## config.mk

```make
export PLATFORM = sky130hd
export DESIGN_NAME = param_hs_fifo
export DESIGN_NICKNAME = d
export VERILOG_FILES = /design/src/rtl/param_hs_fifo_pkg.sv /design/src/rtl/param_hs_fifo.sv
export SDC_FILE = /design/constraint.sdc
export NUM_CORES = 1
export LEC_CHECK = 0
export BUFFER_PORTS_ARGS = -buffer_cell sky130_fd_sc_hd__buf_4
export CAP_MARGIN = 40
export CORE_UTILIZATION = 45
export DETAILED_ROUTE_END_ITERATION = 10
export GPL_TIMING_DRIVEN = 0
export PLACE_DENSITY_LB_ADDON = 0.25
export SLEW_MARGIN = 20
export SYNTH_ARGS = -nofsm -noshare
export SYNTH_HDL_FRONTEND = slang
export SYNTH_SLANG_ARGS = --single-unit
```

## constraint.sdc

```tcl
create_clock -name clk -period 1.8 [get_ports clk]
set_input_delay 0.18 -clock clk [delete_from_list [all_inputs] [get_ports clk]]
set_output_delay 0.18 -clock clk [all_outputs]
set_load 0.03 [all_outputs]
```

## src/rtl/param_hs_fifo_pkg.sv

```systemverilog
// param_hs_fifo_pkg: width derivations and legal-parameter helpers for param_hs_fifo.
// Revision: 1.0
`default_nettype none

package param_hs_fifo_pkg;

  localparam int unsigned NUM_LEGAL_DW = 2;
  localparam logic [NUM_LEGAL_DW-1:0][7:0] LEGAL_DW = {8'd3, 8'd2};

  function automatic int unsigned ptr_width(input int unsigned depth);
    return (depth < 2) ? 1 : $clog2(depth);
  endfunction

  function automatic int unsigned size_width(input int unsigned depth);
    return $clog2(depth + 1);
  endfunction

  function automatic bit is_pow2(input int unsigned value);
    return (value != 0) && ((value & (value - 1)) == 0);
  endfunction

  function automatic bit dw_is_legal(input int unsigned dw);
    bit ok;
    ok = 1'b0;
    for (int i = 0; i < NUM_LEGAL_DW; i++) begin
      if (dw == int'(LEGAL_DW[i])) ok = 1'b1;
    end
    return ok;
  endfunction

endpackage

`default_nettype wire

```

## src/rtl/param_hs_fifo.sv

```systemverilog
// param_hs_fifo: valid/ready FIFO with register-array storage and first-word fall-through.
// Revision: 1.0
`default_nettype none

module param_hs_fifo
  import param_hs_fifo_pkg::*;
#(
  parameter int unsigned DATA_WIDTH = 2,
  parameter int unsigned DEPTH      = 4
) (
  input  logic                          clk,
  input  logic                          rst_n,
  input  logic [DATA_WIDTH-1:0]         a_data,
  input  logic                          a_vld,
  output logic                          a_rd,
  output logic [DATA_WIDTH-1:0]         b_data,
  output logic                          b_vld,
  input  logic                          b_rd,
  output logic [size_width(DEPTH)-1:0]  size
);

  localparam int unsigned PW = ptr_width(DEPTH);
  localparam int unsigned SW = size_width(DEPTH);

  if (!dw_is_legal(DATA_WIDTH)) begin : g_bad_data_width
    $error("param_hs_fifo: DATA_WIDTH must be 2 or 3");
  end

  if ((DEPTH < 2) || !is_pow2(DEPTH)) begin : g_bad_depth
    $error("param_hs_fifo: DEPTH must be a power of two and at least 2");
  end

  logic [DATA_WIDTH-1:0] mem_q [DEPTH];
  logic [PW-1:0]         wr_ptr_q, wr_ptr_d;
  logic [PW-1:0]         rd_ptr_q, rd_ptr_d;
  logic [SW-1:0]         size_q,   size_d;
  logic                  push, pop;

  // Handshake flags depend only on occupancy, so no input reaches a_rd or b_vld.
  assign a_rd   = (size_q != SW'(DEPTH));
  assign b_vld  = (size_q != '0);
  assign push   = a_vld & a_rd;
  assign pop    = b_vld & b_rd;
  assign b_data = mem_q[rd_ptr_q];
  assign size   = size_q;

  always_comb begin
    wr_ptr_d = wr_ptr_q;
    rd_ptr_d = rd_ptr_q;
    size_d   = size_q;
    if (push) wr_ptr_d = wr_ptr_q + PW'(1);
    if (pop)  rd_ptr_d = rd_ptr_q + PW'(1);
    if (push && !pop)      size_d = size_q + SW'(1);
    else if (pop && !push) size_d = size_q - SW'(1);
  end

  always_ff @(posedge clk or negedge rst_n) begin
    if (!rst_n) begin
      wr_ptr_q <= '0;
      rd_ptr_q <= '0;
      size_q   <= '0;
    end else begin
      wr_ptr_q <= wr_ptr_d;
      rd_ptr_q <= rd_ptr_d;
      size_q   <= size_d;
    end
  end

  // Storage is deliberately left out of reset; only the pointers define validity.
  always_ff @(posedge clk) begin
    if (push) mem_q[wr_ptr_q] <= a_data;
  end

endmodule

`default_nettype wire

```

# Yosys cells after proc, flatten, opt, wreduce, memory -nomap -nowiden
# Memory sizes are Yosys's and may differ from the RTL's.
# Cells that the tools add are included.
[word_totals] ff_bits=7 latchBits=0 ramBits=8 rom_bits=0 output_inout_bits=7 wordCells=21 n_memories=1
[memory_table] name="mem_q" depth=4 width=2 rd=1 rd_clocked_by_memory_dff=0 write_ports=1 line="param_hs_fifo.sv:33" source="logic [DATA_WIDTH-1:0] mem_q [DEPTH];"
[op_classes] n_addsub=4 multipliers=0 div=0 n_lt_le_gt_ge=0 n_eq_ne=1 n_shift=0 mux=4 bitwise=2 n_reduce_logical=6
[op_table] cell="3-bit 2-to-1 mux" count=2
[op_table] cell="2-bit by 1-bit adder with 2-bit output, second input constant" count=2
[op_table] cell="3-bit by 1-bit adder with 3-bit output, second input constant" count=1
[op_table] cell="3-bit != test, second input constant" count=1
[op_table] cell="3-bit nonzero test" count=1
[op_table] cell="3-bit by 1-bit subtractor with 3-bit output, second input constant" count=1
[op_table] cell="1-bit bitwise AND" count=2
[op_table] cell="1-bit logical AND" count=2
[op_table] cell="1-bit logical NOT" count=2
[op_table] cell="1-bit 2-to-1 mux" count=2
[op_table] cell="2-bit nonzero test" count=1

# Longest topological paths before layout
[logic_depth] word_depth=6 ltp_mapped=8 depth_no_buf=8

# Worst setup path before layout
# Ideal clock, no wire load.
[synth_timing] path_kind="reg-to-reg" startpoint="register size_q[0], in the netlist size[0]" endpoint="register size_q[2], in the netlist size[2]" arrival_ns=2.110 required_ns=1.719 setup_slack_ns=-0.391 path_stages_with_launch=9 path_buffers=0 path_cell_list="dfrtp_1 > or3_4 > nand2_4 > ha_1 > inv_1 > fa_1 > xor2_1 > nor2_1 > xor2_1"
[synth_between] elab_chain_len=5 elab_cells_between_ends=13
[synth_rtl] item="start: declaration" line="param_hs_fifo.sv:36" source="logic [SW-1:0] size_q, size_d;"
[synth_rtl] item="start signal: assignment" line="param_hs_fifo.sv:65" source="size_q <= size_d;"
[synth_rtl] item="3-bit nonzero test (*)" line="param_hs_fifo.sv:41" source="assign b_vld = (size_q != '0);"
[synth_rtl] item="named net b_vld" line="param_hs_fifo.sv:17" source="output logic b_vld,"
[synth_rtl] item="1-bit bitwise AND (*)" line="param_hs_fifo.sv:43" source="assign pop = b_vld & b_rd;"
[synth_rtl] item="1-bit logical NOT" line="param_hs_fifo.sv:53" source="if (push && !pop) size_d = size_q + SW'(1);"
[synth_rtl] item="1-bit logical AND" line="param_hs_fifo.sv:53"
[synth_rtl] item="3-bit 2-to-1 mux / 2-bit nonzero test (equally long branches)"
# The timed path passes the listed nets; every way through them passes the cells marked *. The select of a mux whose other input is x is not followed.
# A chain may end at the register's enable or synchronous reset.

# Worst setup path after layout
[layout_timing] startpoint="register size_q[0], in the netlist size[0]" endpoint="register size_q[2], in the netlist size[2]"
[layout_between] elab_chain_len=5 elab_cells_between_ends=13
[layout_rtl] item="branches (longest 5 deep; another with 3-bit by 1-bit subtractor with 3-bit output)"
# Several ways; the timed one is not identified. The select of a mux whose other input is x is not followed.

==> out/results.env <==
CRIT_CHAIN='or3_4 -> nand2_4 -> ha_4 -> inv_2 -> fa_2 -> xor2_1 -> nor2_1 -> xor2_1'
FINAL_MIN_PERIOD_OVER_CLOCK_PERIOD_PCT=106
FIN_SETUP_TNS_NS=-0.164
POWER.LEAKAGE_nW=0.413
R2R_SETUP_SLACK_NS=-0.11
POWERDENSITY_nW_PER_UM2=1790
POST_SYNTH_NUM_CELL_TYPES=18
GRT_FIRST_PASS_WIRELENGTH_UM=1800
POWER_SWITCHING_SHARE_PCT=38.7
PWR-SHARE-COMB_PCT=53.9
YOSYS.AREA.TOP_TYPE='sky130_fd_sc_hd__edfxtp_1'
DIE-AREA_UM2=1760
HPWLAFTERDP_UM=765
TIMING.CRITICAL_PATH.MAX_DELAY_FAMILY='simple AND/OR/NAND/NOR gates'
CRITICAL_PATH_ARRIVAL_NS=2.11
POST_SYNTH_TOP_AREA_SHARE_PCT=33.4
CLOCK_SKEW_NS=0.00624
NETSWITCHINGPOWER_W=0.000665
MAX_STAGE_DELAY_NS=0.42
WORST-PATH-MAX-FANOUT=3
POSTLAYOUTSETUPSLACKWORST_NS=-0.109
TIGHTESTPINTRANSITION_NS=0.256
ROUTE.DETAILED.WL_PER_INST_UM=12.5
PWR-SHARE-SEQ_PCT=35.1
CRITICAL_PATH_BUF_INV_COUNT=1
ANTENNA_FOUND_INITIAL=0
CRITICAL-PATH-SLOWEST-CELL='sky130_fd_sc_hd__dfrtp_2'
RUN_STATUS='finished, violations left'
AREA.GROWTH.SYNTH_TO_FINAL_PCT=33.7
UNREPAIRED_SETUP_ENDPOINTS_AFTER_GLOBAL_ROUTING='true'
CLKSLEWWORSTSETUPHOLDPATHS_NS=0.09
FLOORPLAN.INITIALDENSITY_PCT=47.8
TOTAL_OF_BUFFERS_PLACED_ON_INPUT_AND_OUTPUT_PORTS=12
ROUTED_WL_UM=1090
MULTIINPUTGATEAREA_UM2=317
REPORT.FINAL.SETUP_VIOL=2
TRITONCTS='done'
WORST_SETUP_PATH_START_KIND='flip-flop'
GRT_USAGE_PCT=14.4
TIMING.HOLD.WORST.CLASS='primary input to flip-flop'
DESIGN.CORE.AREA_UM2=1510
FLOORPLAN.DIE.WIDTH_UM=42.0
YOSYS_REGISTER_BITS=15
TOTAL_POWER_W=0.00172
CLOCKROOTBUFFER='sky130_fd_sc_hd__clkbuf_4'
DETAIL_ROUTE.ITER0.VIOLATIONS=4
VIAS=413
IRDROPWORSTVDD_mV=0.776
WORST_R2R_STARTPOINT='size[0]'
DESIGN.PORTCOUNT=13
POSTSYNTH.TOPFLOPCELL='sky130_fd_sc_hd__edfxtp_1'
FINAL.MIN_CLOCK_PERIOD_NS=1.91
CTSLONGESTPATHBUFFERS=2
CTS_INSERTED_BUFFERS=3
SEQUENTIAL_AREA_SHARE_AFTER_SYNTHESIS_PCT=57.7
R2R.WORST_PATH.CELLS=8
SHARE_OF_LAYOUT_CELLS_ABOVE_DRIVE_STRENGTH_1_PCT=54.9
PWR-SHARE-CLK_PCT=11.0
WORST_HOLD_START='a_data[1]'
CRITPATHKIND='flip-flop to flip-flop'
SYNTH_ENABLE_FLOP_CELLS=8
ASYNC_RESET_FF_SHARE_PCT=46.7
WORSTHOLDENDPOINT='mem_q[0][1]'
FMAX_MHz=524
GP_CONGESTION=0.725
CRIT_TOP_CELL='sky130_fd_sc_hd__xor2_1'
SITE_ROWS=14
CELLINTERNALPOWER_W=0.00105
NETLIST_INSTANCES=45
FILLER_CELL_COUNT=119
FIRST_GLOBAL_VIAS=417
CTS_HTREE_LEVELS=1
DRV_SLEW=0
REMAINING_DRC_ERRORS=0
DRT_PASS1_ITERATIONS=3
NUM_ANTENNA_CELLS=0
HOLD_DEPTH=1
FP.DIEH_UM=42.0
REG2REG_TO='size[2]'
NETLIST_TOP_CELLS_AREA='sky130_fd_sc_hd__edfxtp_1 (33%), sky130_fd_sc_hd__dfrtp_1 (24%), sky130_fd_sc_hd__ha_1 (8.7%), sky130_fd_sc_hd__mux4_2 (6.3%), sky130_fd_sc_hd__xnor2_1 (4.9%)'
YOSYSWARNINGS=0
END_KIND='flip-flop'
FF_LATCH_AREA_UM2=419
GRT_MAX_DEGREE=10
TRITONCTS_NUM_SINKS=15
DRTANTENNAVIOLNETS=0
FINISH.NET_COUNT=84
AVGSYNTHCELLAREA_UM2=16.0
SLEW_HEADROOM_PCT=82.9
GLOBALROUTEOVERFLOWTOTAL=0
AVGVIACOUNTPERCELL=4.75
MAX-CAP-VIOLATIONS=0
SYN_AREA_UM2=719
CLOCK_INSERTION_DELAY_WORST_SKEW_NS=0.28
SYNTH_FP_NETS=57
REQUIRED_NS=2.00
FINAL_HOLD_VIOL_COUNT=0
FAILING_CHECKS='negative setup slack'
## cell families after synthesis
family,after synthesis,share of synthesized area [%]
AOI/OAI and AO/OA,1,2.61
and+or+nand+nor,10,9.91
adders and majority gates,6,11.5
buffers and inverters,3,1.57
DFF,15,57.7
muxes,4,9.39
xor gates and xnor gates,6,7.30
## power by group through the flow
stage                     Combinational [W]  Clock (W)  Sequential [W]
after CTS                          0.000901   0.000194        0.000606
after detailed placement           0.000762          0        0.000643
after global routing               0.000993   0.000206        0.000621
after global placement             0.000752          0        0.000636
after floorplan                    0.000504          0        0.000684
final                              0.000927   0.000188        0.000603
## cell usage in the layout (no fill, tap or decap), drive strengths merged
cell	n
nand3	1
xor2	2
a21boi	1
dfrtp	7
clkbuf	3
dlygate4sd3	1
mux2	2
xnor2	4
clkinv	1
or3	1
mux4	2
buf	21
and2	4
ha	5
edfxtp	8
fa	1
inv	3
nand2	2
nor2	2
## routing by layer
| layer | part of all wire, % | track usage, % |
|---|---|---|
| met1 | 44 | 17.5 |
| met2 | 51 | 22.2 |
| met3 | 4.0 | 6.47 |
| met4 | 1.0 | 5.81 |
| met5 | 0 | 0 |
## cell type report
cell class,instances,share of cell area [%]
timing repair buffer,22,17.4
sequential,15,43.6
tap,16,2.08
clock buffer,3,2.34
clock inverter,1,0.520
inverter,3,1.17
multi-input combinational,27,32.9
## stage by stage
step | utilization, % | setup WS, ns | std cells | area, um^2 | hold WS [ns]
finish | 63.9 | -0.109 | 87 | 962 | 0.0946
global route | 63.9 | -0.149 | 87 | 962 | 0.0878
CTS | 62.9 | -0.0978 | 85 | 947 | 0.0904
detailed placement | 56.6 | -0.163 | 73 | 852 | -0.00126
global placement | 56.6 | -0.149 | 73 | 852 | -0.00297
floorplan | - | -0.228 | 45 | 742 | -0.116
## worst max-delay path by stage
stage / end / start / cells past startpoint
2_1_floorplan: size[2] / size[1] / 8
3_3_place_gp: size[2] / size[1] / 8
3_5_place_dp: size[2] / size[1] / 8
4_1_cts: size[2] / size[0] / 8
5_1_grt: size[2] / size[0] / 8
6_report: size[2] / size[0] / 8
## registers in the layout (all words and copies together), names as in the netlist
name / count
mem_q: 8
rd_ptr_q: 2
size: 3
wr_ptr_q: 2
## worst register-to-register path, cell delays in order (launching register included)
cell                      delay [ns]
sky130_fd_sc_hd__dfrtp_2        0.42
sky130_fd_sc_hd__or3_4          0.41
sky130_fd_sc_hd__nand2_4        0.09
sky130_fd_sc_hd__ha_4           0.13
sky130_fd_sc_hd__inv_2          0.04
sky130_fd_sc_hd__fa_2           0.32
sky130_fd_sc_hd__xor2_1         0.15
sky130_fd_sc_hd__nor2_1         0.11
sky130_fd_sc_hd__xor2_1         0.16
## cell usage after synthesis, types with 2 or more instances
| master | instances |
|---|---|
| sky130_fd_sc_hd__edfxtp_1 | 8 |
| sky130_fd_sc_hd__inv_1 | 3 |
| sky130_fd_sc_hd__mux4_2 | 2 |
| sky130_fd_sc_hd__xor2_1 | 2 |
| sky130_fd_sc_hd__ha_1 | 5 |
| sky130_fd_sc_hd__xnor2_1 | 4 |
| sky130_fd_sc_hd__and2_1 | 4 |
| sky130_fd_sc_hd__dfrtp_1 | 7 |
## what timing repair did
action	CTS	global route
gates resized for setup	1	0
endpoints found under the hold margin	7	0
pin swaps	4	0
buffers inserted	7	2
gates cloned	0	0
setup endpoints to repair	2	2
hold buffers	1	0
Note: power is estimated with default switching activity, not from simulation.
